File: src/rtl/video_pkg.sv
// Shared VRAM widths, request-source tags and arbiter FSM states.
package video_pkg;

    localparam int VRAM_AW = 16;
    localparam int VRAM_DW = 8;

    typedef enum logic [1:0] {
        SRC_NONE = 2'd0,
        SRC_TILE = 2'd1,
        SRC_PAL  = 2'd2,
        SRC_CPU  = 2'd3
    } src_e;

    typedef enum logic {
        ST_NORMAL    = 1'b0,
        ST_CPU_FORCE = 1'b1
    } vram_state_e;

endpackage

File: src/rtl/vram_lat_pipe.sv
// Source-tag delay line matching the external RAM read latency.
module vram_lat_pipe
    import video_pkg::*;
#(
    parameter int DEPTH = 1
) (
    input  logic clk,
    input  logic rst,
    input  src_e tag_i,
    output src_e tag_o
);

    src_e stage_q [DEPTH];

    always_ff @(posedge clk or negedge rst) begin
        if (!rst) begin
            for (int i = 0; i < DEPTH; i++) begin
                stage_q[i] <= SRC_NONE;
            end
        end else begin
            stage_q[0] <= tag_i;
            for (int i = 1; i < DEPTH; i++) begin
                stage_q[i] <= stage_q[i-1];
            end
        end
    end

    assign tag_o = stage_q[DEPTH-1];

endmodule

File: src/rtl/vram_responder.sv
// Single-port VRAM arbiter: palette > tile > CPU, with returned read data tagged by source.
// Define VRAM_CPU_PORT_EN to compile in the CPU write path and starvation forcing.
module vram_responder
    import video_pkg::*;
#(
    parameter int MEM_LAT        = 1,
    parameter int CPU_STARVE_MAX = 8
) (
    input  logic               clk,
    input  logic               rst,
    input  logic               tile_req,
    input  logic [VRAM_AW-1:0] tile_RAM_addr,
    output logic               tile_ack,
    output logic [7:0]         tile_ROM_addr,
    output logic               tile_valid,
    input  logic               pal_req,
    input  logic [VRAM_AW-1:0] palette_RAM_addr,
    output logic               pal_ack,
    output logic [5:0]         palette_ROM_addr,
    output logic               pal_valid,
    input  logic               cpu_we,
    input  logic [VRAM_AW-1:0] cpu_addr,
    input  logic [VRAM_DW-1:0] cpu_wdata,
    output logic               cpu_ack,
    output logic [VRAM_AW-1:0] mem_addr,
    output logic               mem_we,
    output logic [VRAM_DW-1:0] mem_wdata,
    input  logic [VRAM_DW-1:0] mem_rdata,
    output vram_state_e        dbg_state
);

    // Handshake: a requester holds req/addr until it samples ack high; ack is
    // combinational and coincides with the cycle mem_addr carries its address.
    logic               gnt_tile;
    logic               gnt_pal;
    logic               gnt_cpu;
    logic               cpu_we_en;
    logic               force_cpu;
    src_e               issue_src;
    src_e               ret_src;
    logic [VRAM_AW-1:0] addr_q, addr_d;
    logic [VRAM_DW-1:0] wdata_q, wdata_d;
    logic [7:0]         tile_data_q;
    logic [5:0]         pal_data_q;

`ifdef VRAM_CPU_PORT_EN
    localparam int CW = $clog2(CPU_STARVE_MAX + 1);

    vram_state_e   state_q, state_d;
    logic [CW-1:0] starve_q, starve_d;

    assign cpu_we_en = cpu_we;
    assign force_cpu = (state_q == ST_CPU_FORCE);
    assign dbg_state = state_q;

    // A withdrawn CPU request also restarts the wait count.
    always_comb begin
        starve_d = starve_q;
        state_d  = ST_NORMAL;
        if (!cpu_we || gnt_cpu) begin
            starve_d = '0;
        end else if (starve_q != CW'(CPU_STARVE_MAX)) begin
            starve_d = starve_q + CW'(1);
        end
        if ((state_q == ST_NORMAL) && (starve_d == CW'(CPU_STARVE_MAX))) begin
            state_d = ST_CPU_FORCE;
        end
    end

    always_ff @(posedge clk or negedge rst) begin
        if (!rst) begin
            state_q  <= ST_NORMAL;
            starve_q <= '0;
        end else begin
            state_q  <= state_d;
            starve_q <= starve_d;
        end
    end
`else
    localparam int unused_starve_max = CPU_STARVE_MAX;
    logic unused_cpu_we;

    assign unused_cpu_we = cpu_we;
    assign cpu_we_en     = 1'b0;
    assign force_cpu     = 1'b0;
    assign dbg_state     = ST_NORMAL;
`endif

    always_comb begin
        gnt_tile = 1'b0;
        gnt_pal  = 1'b0;
        gnt_cpu  = 1'b0;
        if (rst) begin
            if (force_cpu && cpu_we_en) begin
                gnt_cpu = 1'b1;
            end else if (pal_req) begin
                gnt_pal = 1'b1;
            end else if (tile_req) begin
                gnt_tile = 1'b1;
            end else if (cpu_we_en) begin
                gnt_cpu = 1'b1;
            end
        end
    end

    // Bus address/data hold their last value on idle cycles.
    always_comb begin
        issue_src = SRC_NONE;
        addr_d    = addr_q;
        wdata_d   = wdata_q;
        if (gnt_pal) begin
            issue_src = SRC_PAL;
            addr_d    = palette_RAM_addr;
        end else if (gnt_tile) begin
            issue_src = SRC_TILE;
            addr_d    = tile_RAM_addr;
        end else if (gnt_cpu) begin
            issue_src = SRC_CPU;
            addr_d    = cpu_addr;
            wdata_d   = cpu_wdata;
        end
    end

    vram_lat_pipe #(
        .DEPTH(MEM_LAT)
    ) u_lat_pipe (
        .clk  (clk),
        .rst  (rst),
        .tag_i(issue_src),
        .tag_o(ret_src)
    );

    assign tile_ack  = gnt_tile;
    assign pal_ack   = gnt_pal;
    assign cpu_ack   = gnt_cpu;
    assign mem_we    = gnt_cpu;
    assign mem_addr  = addr_d;
    assign mem_wdata = wdata_d;

    assign tile_valid       = (ret_src == SRC_TILE);
    assign pal_valid        = (ret_src == SRC_PAL);
    assign tile_ROM_addr    = tile_valid ? mem_rdata : tile_data_q;
    assign palette_ROM_addr = pal_valid ? mem_rdata[5:0] : pal_data_q;

    always_ff @(posedge clk or negedge rst) begin
        if (!rst) begin
            addr_q      <= '0;
            wdata_q     <= '0;
            tile_data_q <= '0;
            pal_data_q  <= '0;
        end else begin
            addr_q      <= addr_d;
            wdata_q     <= wdata_d;
            tile_data_q <= tile_ROM_addr;
            pal_data_q  <= palette_ROM_addr;
        end
    end

endmodule

File: config.mk
export PLATFORM = sky130hd
export DESIGN_NAME = vram_responder
export DESIGN_NICKNAME = d
export VERILOG_FILES = /design/src/rtl/video_pkg.sv /design/src/rtl/vram_lat_pipe.sv /design/src/rtl/vram_responder.sv
export SDC_FILE = /design/constraint.sdc
export NUM_CORES = 1
export LEC_CHECK = 0
export BUFFER_PORTS_ARGS = -buffer_cell sky130_fd_sc_hd__buf_4
export CAP_MARGIN = 20
export CORE_ASPECT_RATIO = 0.8
export CORE_MARGIN = 3
export CORE_UTILIZATION = 40
export DETAILED_ROUTE_END_ITERATION = 16
export PLACE_DENSITY = 0.78
export SYNTH_ARGS = -nofsm -noshare
export SYNTH_HDL_FRONTEND = slang
export SYNTH_SLANG_ARGS = --single-unit
File: constraint.sdc
create_clock -name clk -period 2.5 [get_ports clk]
set_input_delay 0.25 -clock clk [delete_from_list [all_inputs] [get_ports clk]]
set_output_delay 0.25 -clock clk [all_outputs]
set_load 0.1 [all_outputs]
Word-level counts from Yosys, hierarchy flattened
Index checks and enable logic that the tools add are counted.

word-level totals
  logic and storage cells = 17
  output and inout port bits = 45
  bits in registers = 32

operators by class
  multiplexer cells = 11
  equal/unequal tests = 2

operator list
  operator              count
  $mux W16              2
  $mux W8               1
  $mux W1               6
  $mux W6               1
  $eq A2 B1 Y1 const B  1
  $eq A2 B2 Y1 const B  1
  $mux W2               1

Logic depth before layout (Yosys ltp)
  word-level depth = 5
  gate-level depth with buffers = 5
  mapped depth without buffers = 2

Hierarchy
A second synthesis with hierarchy kept.

second synthesis, totals
  cell total of the unflattened synthesis = 124
  area, all modules = 1651.6 um2

modules (own cells, without submodules)
  module          area an instance (um2)  seq. area each (um2)  cells each  times used
  vram_responder  1601.5                  750.7                 122         1
  vram_lat_pipe   50.0                    50.0                  2           1

Worst setup path before layout
Ideal clock, no wire load.

  path type = register to output
  start = register u_lat_pipe.stage_q, in the netlist u_lat_pipe.tag_o[0]
  end = output port palette_ROM_addr[4]
  path slack = 0.494 ns
  cell stages (with the launch flop) = 4
  arrival = 1.756 ns
  required time = 2.250 ns
  path through = dfrtp_1 > nor2b_1 > buf_2 > mux2_1

between the ends
  word-level cells in the longest chain between the ends = 2

ends and longest elaborated chain
  item                               line                   RTL
  from (decl)                        vram_lat_pipe.sv:13    src_e stage_q [DEPTH];
  from (signal, indexed assignment)  vram_lat_pipe.sv:23    stage_q[i] <= stage_q[i-1];
  $eq A2 B2 Y1                       vram_responder.sv:141  assign pal_valid = (ret_src == SRC_PAL);
  net pal_valid                      vram_responder.sv:20   output logic pal_valid,
  $mux W6                            vram_responder.sv:143  assign palette_ROM_addr = pal_valid ? mem_rdata[5:0] : pal_data_q;
  to (decl)                          vram_responder.sv:19   output logic [5:0] palette_ROM_addr,

The timed path passes the listed nets, and every way through them passes these cells.

Worst setup path after layout
  start = input port rst
  end = output port mem_addr[9]

between the ends
  word-level cells in the longest chain between the ends = 3
  elaborated cells between the ends (all ways) = 4

ends and longest elaborated chain
  item         line                   RTL
  from (decl)  vram_responder.sv:10   input logic rst,
  $mux W1      vram_responder.sv:93   if (rst) begin
  $mux W16     vram_responder.sv:114  end else if (gnt_tile) begin
  $mux W16 *   vram_responder.sv:111  if (gnt_pal) begin
  to (decl)    vram_responder.sv:25   output logic [VRAM_AW-1:0] mem_addr,

Mark *: on every way between the ends. The rest lies on a longest branch, timed or not.

==> impl_metrics.csv <==
group,metric,value,unit
run_status,status,"finished, final reports clean",
route,num_vias,1256,
route,drt_iter0_markers,32,
cells_and_area,final_util,59.6,%
yosys,async_flop_share,100,%
yosys,synth_edf_count,0,
yosys,synth_area,1650,sq um
clocking,clk_pin_slew,0.06,ns
power_and_ir_drop,p_comb_share,47.5,%
timing,setup_violations,0,
yosys,netlist.area_leader.share,48.6,%
clocking,cts_hold_buf,1,
timing,final-max-slew-violation-count,0,
clocking,ctsResizeCount,0,
global_route,grt_overflow,0,
setup_path,crit_path_top_delay_cell,"dlygate4sd3_1",
yosys,synthTopCellsByArea,"dfrtp_1, nand4bb_1, o211a_1",
cells_and_area,drive_gt1_share,49.5,%
setup_path,crit_required,2.25,ns
yosys,yosysSeqAreaShare,48.6,%
route,via_per_inst,4.93,
timing,relSlewSlack,61.1,%
yosys,yosys.area.top_type,"dfrtp_1",
power_and_ir_drop,p_int,1.18,mW
clocking,worstSkewPairLatency,0.27,ns
setup_path,reg2reg_slack,1.11,ns
route,post_drt_wl_per_cell,14.2,um
setup_path,cp-end-kind,"output pin",
floorplan,die_width,77.7,um
yosys,synth.avg_cell_area,13.3,sq um
clocking,cts_tree,"built",
global_route,first_global_vias,1356,
setup_path,crit_type,"in -> out",
power_and_ir_drop,switchingPower,1.01,mW
route,ant_nets,0,
power_and_ir_drop,seq_power_share,28.2,%
clocking,htreeDepth,2,
setup_path,path_buf_inv,4,
power_and_ir_drop,vdd_drop_max,0.496,mV
global_route,grt_pass1_wl,5.84,mm
timing,hold_viol_final,0,
timing,rsz0062_at_grt,"no",
floorplan,rows,20,
setup_path,cpMostUsedCell,"buf_4",
power_and_ir_drop,power_leakage,1.10,nW
clocking,cts_inserted_buffers,5,
cells_and_area,fin_nets,268,
yosys,yosys_warnings,0,
floorplan,dieArea,4930,sq um
placed_design,dpl.hpwl,2.68,mm
floorplan,io_pins,114,
yosys,synthDistinctLibCells,17,
setup_path,worst-path-stages,6,
timing,worstMarginPinSlew,0.583,ns
route,drcViolationCount,0,
timing,fin_crit_sh,85.3,%
cells_and_area,area_delta_synth_final,40.5,%
clocking,clockBufferDepth,2,
placed_design,gp_congestion,0.673,
placed_design,dpl-instance-area,2180,sq um
power_and_ir_drop,sw_frac_of_total,46.3,%
cells_and_area,final_cell_area,2310,sq um
timing,fin_tns_setup,0,ns
yosys,synth.most_common_cell,"dfrtp_1",
timing,fin_crit,2.13,ns
route,routed_wl,3.63,mm
setup_path,arrival,1.88,ns
placed_design,port-buffer-count,77,
global_route,grt_max_degree,37,
route,drtPass1Iterations,4,
timing,skew,0.000415,ns
power_and_ir_drop,clock_power_share,24.3,%
setup_path,r2r_cells,2,
yosys,yosys-top-cells-count,"dfrtp_1, nand3b_1, nand4bb_1, o211a_1, buf_4",
yosys,yosys_register_bits,32,
job,drv_cap,0,
setup_path,crit_chain,"dlygate4sd3_1 > buf_4 > buf_4 > nand4bb_1 > o211a_1 > buf_4",
floorplan,core,3880,sq um
placed_design,place_ws,0.758,ns
clocking,cts_setup_buffers,0,
floorplan,initial_core_util,42.5,%
power_and_ir_drop,powerDensity,945,nW/um^2
yosys,synth_flop_cell,"dfrtp_1",
global_route,grt_antenna_before_repair,0,
clocking,clockRootBuffer,"clkbuf_8",
worst_hold_path,holdPathStages,2,
global_route,grt_usage,15.0,%
worst_hold_path,hold_path.class,"in -> reg",
floorplan,fp.dieH,63.4,um
setup_path,critical_path.top_delay_family,"buffers and inverters",
timing,whs,0.229,ns
setup_path,cp_max_fo,25,
setup_path,slowest_delay,0.53,ns
cells_and_area,diodes,0,
timing,worst_slack,0.368,ns
clocking,cts.sinks,32,
setup_path,start_kind,"primary input",
timing,fmax,469,MHz
yosys,netlist_instances,124,
layout make-up:
cell class | instances | area, sq um
Fill cell | 326 | 1570
Tap cell | 55 | 68.8
Timing Repair Buffer | 80 | 603
Multi-Input combinational cell | 79 | 711
Sequential cell | 32 | 801
Clock inverter | 1 | 30.0
Clock buffer | 7 | 96.3
Inverter | 1 | 3.75
layout by cell type, fill, tap and decap left out, types with 2 or more instances in the layout:
cell type / count
and3b_1: 2
buf_4: 79
clkbuf_8: 7
conb_1: 11
dfrtp_1: 32
mux2_1: 3
mux2_2: 11
nand3b_1: 16
nand4bb_1: 16
o211a_1: 16
worst paths after layout:
kind                             endpoint                 from
setup reg to reg            pal_data_q[0]  u_lat_pipe.tag_o[0]
hold reg to reg            tile_data_q[0]       tile_data_q[0]
hold / removal             tile_data_q[6]         mem_rdata[6]
max in group asynchronous       addr_q[8]                  rst
setup / recovery              mem_addr[9]                  rst
min in group asynchronous       addr_q[5]                  rst
metal layers:
metal | up-vias | global-route usage (%) | share of wire, %
met5 | - | 0 | 0
met4 | 0 | 4.67 | 0.44
met3 | 2 | 6.71 | 9.5
met2 | 58 | 26.4 | 48
met1 | 613 | 15.9 | 42
li1 | 583 | - | -
through the flow:
| stage | instances | power, mW |
|---|---|---|
| after floorplan | 134 | 1.48 |
| after global placement | 246 | 1.66 |
| after detailed placement | 246 | 1.67 |
| after CTS | 255 | 2.21 |
| after global routing | 255 | 2.27 |
| final | 255 | 2.19 |
power groups by stage:
| stage | sequential [mW] | combinational [mW] | clock [mW] |
|---|---|---|---|
| 2_1_floorplan | 0.620 | 0.856 | 0 |
| 3_3_place_gp | 0.622 | 1.03 | 0 |
| 3_5_place_dp | 0.627 | 1.04 | 0 |
| 4_1_cts | 0.617 | 1.05 | 0.549 |
| 5_1_grt | 0.624 | 1.07 | 0.571 |
| 6_report | 0.616 | 1.04 | 0.531 |
flip-flops by register name, summed over array words and instances (netlist names):
signal,flops
addr_q,16
pal_data_q,6
tile_data_q,8
u_lat_pipe.tag_o,2
cells by family after synthesis:
kind of cell | share of synthesized area [%]
simple gates | 20.4
compound gates | 10.6
other cells | 0.228
mux | 9.57
flops | 48.6
buf+inv | 10.5
Power figures use the tool's default switching activity.
